--- src/rtl/fila_pkg.sv ---
// fila_pkg
// Shared types and constants for the queue-draining serializer.
//   estado_ser_t : serializer FSM states
//   BITS_DADO    : data bits per serial frame
//   LINHA_OCIOSA : idle level of the serial line
package fila_pkg;

    localparam int   BITS_DADO    = 8;
    localparam logic LINHA_OCIOSA = 1'b1;

    typedef enum logic [2:0] {
        IDLE,
        REQ,
        ESPERA,
        CARGA,
        START,
        DADOS,
        PARIDADE_BIT,
        STOP
    } estado_ser_t;

endpackage

--- src/rtl/fila_serializador_gerador_tick.sv ---
// gerador_tick
// Bit-time counter. Counts 0..CICLOS_POR_BIT-1 and flags the last count.
//   clk_10KHz : system clock
//   reset     : synchronous active-high reset
//   clear     : synchronous restart of the count at 0
//   tick      : high during the last cycle of a bit time
module gerador_tick #(
    parameter int CICLOS_POR_BIT = 10
) (
    input  logic clk_10KHz,
    input  logic reset,
    input  logic clear,
    output logic tick
);

    localparam logic [7:0] ULTIMO = 8'(CICLOS_POR_BIT - 1);

    logic [7:0] contagem;

    always_ff @(posedge clk_10KHz) begin
        if (reset || clear) begin
            contagem <= '0;
        end else if (tick) begin
            contagem <= '0;
        end else begin
            contagem <= contagem + 8'd1;
        end
    end

    assign tick = (contagem == ULTIMO);

endmodule

--- src/rtl/fila_serializador.sv ---
// fila_serializador
// Drains the 8-entry byte queue and sends each byte as an async serial
// frame: start bit, 8 data bits LSB first, optional even parity, stop bit.
//   clk_10KHz      : system clock
//   reset          : synchronous active-high reset
//   enable_in      : allows a new byte to be requested (checked in IDLE only)
//   len_in         : queue occupancy
//   data_in        : queue head byte
//   dequeue_out    : one-cycle dequeue request to the queue
//   tx_out         : serial line, idles high
//   busy_out       : high whenever the FSM is not in IDLE
//   byte_count_out : frames completed since reset (wraps)
//   last_byte_out  : most recently loaded byte
//
// state        | meaning
// IDLE         | line high, waiting for enable_in and a non-empty queue
// REQ          | queue samples the dequeue request
// ESPERA       | queue head valid, queue pops on this edge
// CARGA        | head byte captured into the shift register
// START        | start bit (low)
// DADOS        | data bits, LSB first
// PARIDADE_BIT | even parity bit (only when PARIDADE=1)
// STOP         | stop bit (high), frame counted on its last cycle
module fila_serializador
    import fila_pkg::*;
#(
    parameter int CICLOS_POR_BIT = 10,
    parameter bit PARIDADE       = 1'b0
) (
    input  logic       clk_10KHz,
    input  logic       reset,
    input  logic       enable_in,
    input  logic [7:0] len_in,
    input  logic [7:0] data_in,
    output logic       dequeue_out,
    output logic       tx_out,
    output logic       busy_out,
    output logic [7:0] byte_count_out,
    output logic [7:0] last_byte_out
);

    estado_ser_t          estado, estado_prox;
    logic [BITS_DADO-1:0] desloc;
    logic                 paridade;
    logic [2:0]           indice, indice_prox;
    logic                 tx_prox;
    logic                 deq_prox;
    logic                 tick;
    logic                 limpa_tick;

    // Restarting the bit timer on every state change makes each state
    // last exactly one bit time regardless of how long IDLE was.
    assign limpa_tick = (estado_prox != estado);

    gerador_tick #(
        .CICLOS_POR_BIT(CICLOS_POR_BIT)
    ) u_tick (
        .clk_10KHz(clk_10KHz),
        .reset    (reset),
        .clear    (limpa_tick),
        .tick     (tick)
    );

    always_comb begin
        estado_prox = estado;
        indice_prox = indice;
        deq_prox    = 1'b0;
        case (estado)
            IDLE: begin
                if (enable_in && (len_in != 8'd0)) begin
                    estado_prox = REQ;
                    deq_prox    = 1'b1;
                end
            end
            REQ:    estado_prox = ESPERA;
            ESPERA: estado_prox = CARGA;
            CARGA:  estado_prox = START;
            START: begin
                if (tick) begin
                    estado_prox = DADOS;
                    indice_prox = 3'd0;
                end
            end
            DADOS: begin
                if (tick) begin
                    if (indice == 3'(BITS_DADO - 1)) begin
                        estado_prox = PARIDADE ? PARIDADE_BIT : STOP;
                    end else begin
                        indice_prox = indice + 3'd1;
                    end
                end
            end
            PARIDADE_BIT: begin
                if (tick) estado_prox = STOP;
            end
            STOP: begin
                if (tick) estado_prox = IDLE;
            end
            default: estado_prox = IDLE;
        endcase
    end

    // The line level is chosen from the state being entered so the
    // registered tx_out changes on the same edge as the state.
    always_comb begin
        tx_prox = LINHA_OCIOSA;
        case (estado_prox)
            START:        tx_prox = 1'b0;
            DADOS:        tx_prox = desloc[indice_prox];
            PARIDADE_BIT: tx_prox = paridade;
            default:      tx_prox = LINHA_OCIOSA;
        endcase
    end

    always_ff @(posedge clk_10KHz) begin
        if (reset) begin
            estado         <= IDLE;
            indice         <= 3'd0;
            tx_out         <= LINHA_OCIOSA;
            dequeue_out    <= 1'b0;
            byte_count_out <= 8'd0;
            last_byte_out  <= 8'd0;
            desloc         <= '0;
            paridade       <= 1'b0;
        end else begin
            estado      <= estado_prox;
            indice      <= indice_prox;
            tx_out      <= tx_prox;
            dequeue_out <= deq_prox;
            if (estado == CARGA) begin
                desloc        <= data_in;
                last_byte_out <= data_in;
                paridade      <= ^data_in;
            end
            if ((estado == STOP) && tick) begin
                byte_count_out <= byte_count_out + 8'd1;
            end
        end
    end

    assign busy_out = (estado != IDLE);

endmodule

--- config.mk ---
export PLATFORM = sky130hd
export DESIGN_NAME = fila_serializador
export DESIGN_NICKNAME = d
export VERILOG_FILES = /design/src/rtl/fila_pkg.sv /design/src/rtl/fila_serializador_gerador_tick.sv /design/src/rtl/fila_serializador.sv
export SDC_FILE = /design/constraint.sdc
export NUM_CORES = 1
export LEC_CHECK = 0
export ABC_AREA = 1
export CORE_ASPECT_RATIO = 1.2
export CORE_MARGIN = 2
export CORE_UTILIZATION = 50
export DETAILED_ROUTE_END_ITERATION = 16
export GPL_ROUTABILITY_DRIVEN = 0
export HOLD_SLACK_MARGIN = 0.12
export PLACE_DENSITY = 0.83
export SETUP_SLACK_MARGIN = 0.2
export SLEW_MARGIN = 20
export SYNTH_ARGS = -nofsm -noshare
export SYNTH_HDL_FRONTEND = slang
export SYNTH_SLANG_ARGS = --single-unit
--- constraint.sdc ---
create_clock -name clk_10KHz -period 2.13 [get_ports clk_10KHz]
set_clock_uncertainty 0.05 [all_clocks]
set_input_delay 0.5325 -clock clk_10KHz [delete_from_list [all_inputs] [get_ports clk_10KHz]]
set_output_delay 0.5325 -clock clk_10KHz [all_outputs]
set_load 0.02 [all_outputs]
Word level (Yosys, flattened, before mapping)
Index checks and enable logic that the tools add are counted.

Bits in registers: 33. Input port bits: 19. Word-level logic and storage cells: 50.

$add $sub $neg: 3. $lt $le $gt $ge: 1. Equality and inequality tests: 13. Mux-type cells: 15. Bitwise gates (word level): 1. Reduce and logical (&&, ||, !) cells: 9.

Operators by type and width (number): $mux W3 (9); $eq A3 B3 Y1 const B (8); $pmux W3 S8 (1); $add A8 B1 Y8 const B (2); $eq A8 B4 Y1 const B (1); $reduce_bool A8 Y1 (1); $reduce_xor A8 Y1 (1); $eq A3 B2 Y1 const B (2); $pmux W3 S2 (1); $lt A3 B4 Y1 const B (1); $reduce_or A2 Y1 (2); $add A3 B1 Y3 const B (1); $bmux W1 S3 (1); $eq A3 B1 Y1 const B (1); $logic_not A3 Y1 (1); $ne A3 B3 Y1 (1); $pmux W1 S3 (1); $reduce_bool A3 Y1 (1); $logic_and A1 B1 Y1 (2); $mux W1 (2); $logic_or A1 B1 Y1 (1); $not A1 Y1 (1).

Depth between registers and ports, before layout
Depth in word-level cells: 7. Gate-level depth with buffers: 13.

By module
A second synthesis with hierarchy kept.

Cells, all modules: 243. Area total of the unflattened synthesis: 1757.9 µm².

By module, submodules not included: fila_serializador (times used 1, cells an instance 187, area each 1366.3 µm², seq. area each 500.5 µm²); gerador_tick (times used 1, cells an instance 56, area each 391.6 µm², seq. area each 160.2 µm²).

Worst setup path before layout
Ideal clock, no wire load.

Path type: register -> register. Start: register u_tick.contagem[0]. End: register byte_count_out[6]. Data arrival time: 1453 ps. Required time: 1950 ps. Path slack: 497 ps. Cell stages (with the launch flop): 9. Path buffers: 0. Period minus slack after synthesis: 1633 ps. Path through: dfxtp_1 > ha_1 > nand3_2 > nor2_8 > nand2_4 > nor3_4 > nand3_2 > nor3_1 > nor3_2.

Word-level cells in the longest chain between the ends: 2.

Ends and longest elaborated chain: start: declaration (RTL line fila_serializador_gerador_tick.sv:18) `logic [7:0] contagem;`; start signal: assignment (RTL line fila_serializador_gerador_tick.sv:26) `contagem <= contagem + 8'd1;`; $eq A8 B4 Y1 (RTL line fila_serializador_gerador_tick.sv:30) `assign tick = (contagem == ULTIMO);`; $logic_and A1 B1 Y1 (RTL line fila_serializador.sv:135) `if ((estado == STOP) && tick) begin`; end signal: assignment (RTL line fila_serializador.sv:136) `byte_count_out <= byte_count_out + 8'd1;`; end: declaration (RTL line fila_serializador.sv:38) `output logic [7:0] byte_count_out,`.

No other way between the ends. A chain may end at the register's enable or synchronous reset.

==> reports/qor.txt <==
Ports = 38
Mapped Area = 1720 um2
Area growth, synth to finish = 30.2%
initial antenna violation count = 0
GRT Total Usage = 20.2%
Top delay family on crit path = buffers and inverters
Syn. warnings = 0
kind of critical path = reg2out
DRC viols = 0
clock buffer depth = 2
CP cell instances = clkdlybuf4s50_1
max-slew violation count = 0
Vias/cell = 5.01
clock sinks = 33
Yosys cell types = 32
site row count = 23
largest net degree at the start of global routing = 16
RSZ-0062 raised after global routing = yes
number of global-route vias before repair = 1448
main combinational cell family by area after synthesis = simple AND/OR/NAND/NOR gates
leakage power = 1.06 nW
outcome = finished, final reports clean
pwr dens = 683 nW/um2
crit-path max FO = 3
Synth Area in XOR/XNOR = 6.63%
cts hold-fix bufs = 0
CORE AREA = 3310 um2
Design Power = 1.53 mW
dominant cell by count in the synthesized netlist = nor2_1
global route total overflow = 0
antenna viol nets, final = 0
Period minus WS final = 1.90 ns
worst setup margin = 0.231 ns
die area = 3920 um2
commonest cells in the netlist = nor2_1, dfxtp_1, nand2_1
Routed WL per cell = 11.6 um
syn_nets = 242
post-synthesis adder-cell area fraction = 2.92%
most area-consuming cells after synthesis = dfxtp_1, nor2_1, nand2_1
Initial Util = 51.9%
Hold Fails Final Rpt = 0
CP Buf/Inv Count = 1
fmax = 0.526 GHz
Slowest Stage Delay on Critical Path = 0.64 ns
PortBufs = 37
detailed-router iteration count before antenna repair = 4
Fin Setup TNS = 0 ns
height of the chip = 68.2 um
peak supply drop = 0.000471 V
layout cells sized above 1 = 11.7%
Total Wirelength = 3480 um
period utilisation layout = 89.2%
ANT cells = 0
vias = 1507
setup repair bufs after CTS = 0
top_reg_cell synth = dfxtp_1
flop2flop setup slack = 0.32 ns
Slew headroom = 70.6%
chip width = 57.5 um
Yosys top cell by area = dfxtp_1
pin slew with the least headroom to its limit = 0.441 ns
CP Launch Type = flip-flop
Critical Path RT = 1.55 ns
CTS H-Tree Depth = 2
Post-Syn Instances = 219
Synth Register Bits = 33
Async SR Flop Fraction = 0%
post-synthesis compound-gate area fraction = 7.22%
multiplexer share of the synthesized area = 0%
mean area per synthesized cell = 7.84 um2
CTS Root Cell = clkbuf_8
nets@finish = 286
clk_lat worst skew = 0.29 ns
CTS clk-pin slew, worst paths = 0.07 ns
Post-DP HPWL = 2630 um
TritonCTS buffer count = 5
pre-CTS setup slack = 0.172 ns
number of flops mapped to enable cells by yosys = 0
Critical Path Sink Type = primary output
Synth Area in Simple Gates = 38.1%
Yosys top cell area share = 38.5%
CP arrival = 1.32 ns
DR iter-0 viols = 50
sequential-to-total area share from yosys stat = 38.5%
CP max-delay cell = clkdlybuf4s50_1
CTS tree = done
Setup Viol. Count Final = 0
# Max-Cap Violations = 0
HP Class = reg2reg
first-pass GRT wire length = 6080 um
[cell type report]
type / instances / area (um2)
multi-input combinational: 158 / 947
fill: 266 / 1070
clock inverter: 2 / 10.0
clock buffer: 6 / 72.6
tap: 37 / 46.3
inverter: 25 / 93.8
timing repair buffer: 40 / 405
sequential: 33 / 661
[worst paths after layout]
check / from / to / cells past startpoint
worst min-delay path: u_tick.contagem[0] / u_tick.contagem[0] / 1
worst max register to register: u_tick.contagem[0] / byte_count_out[6] / 8
worst min register to register: u_tick.contagem[0] / u_tick.contagem[0] / 1
worst max-delay path: desloc[1] / last_byte_out[1] / 1
[metrics by stage]
stage,hold slack [ns],utilization [%],instances,instance area [um2]
2_1_floorplan,0.383,-,219,1720
3_3_place_gp,0.398,64.5,293,2140
3_5_place_dp,0.410,64.5,293,2140
4_1_cts,0.424,67.0,301,2220
5_1_grt,0.440,67.6,301,2240
6_report,0.417,67.6,301,2240
[cells by family after synthesis]
group	count (synthesis)
XOR/XNOR	13
adder cells (fa/ha/maj)	4
AO/OA/AOI/OAI	23
flip-flops	33
AND/OR/NAND/NOR	118
buffers and inverters	28
[layer usage]
metal	track usage (%)	share of wire [%]	vias to the layer above
li1	-	-	800
met1	22.1	42	659
met2	36.4	50	42
met3	6.43	6.1	6
met4	7.85	1.6	0
met5	0	0	-
[where the power goes]
group	leakage [nW]	switching, mW	total (mW)	internal [mW]
clock	0.0450	0.224	0.450	0.226
sequential	0.267	0.0453	0.712	0.667
combinational	0.753	0.205	0.364	0.159
total	1.06	0.474	1.53	1.05
[what timing repair did]
action	CTS	global route
setup endpoints to repair	2	10
pin swaps	0	1
resized for setup	2	7
[layout by cell type, fill, tap and decap left out, types with 3 or more instances in the layout]
cell type / netlist / final
a21oi_1: 4 / 4
buf_4: 0 / 3
clkbuf_8: 0 / 5
clkdlybuf4s50_1: 0 / 29
dfxtp_1: 33 / 33
dlymetal6s2s_1: 0 / 6
ha_1: 4 / 4
inv_1: 24 / 24
nand2_1: 26 / 26
nand3_1: 11 / 11
nand3_2: 5 / 5
nand3_4: 3 / 3
nand4_1: 8 / 8
nor2_1: 48 / 48
o21ai_0: 16 / 16
xnor2_1: 9 / 9
xor2_1: 4 / 4
[state kept, by name, summed over array words and instances, names as in the netlist]
| register | flops |
|---|---|
| byte_count_out | 8 |
| indice | 3 |
| estado | 3 |
| paridade | 1 |
| desloc | 8 |
| tx_out | 1 |
| dequeue_out | 1 |
| u_tick.contagem | 8 |
(Power assumes the default switching activity.)
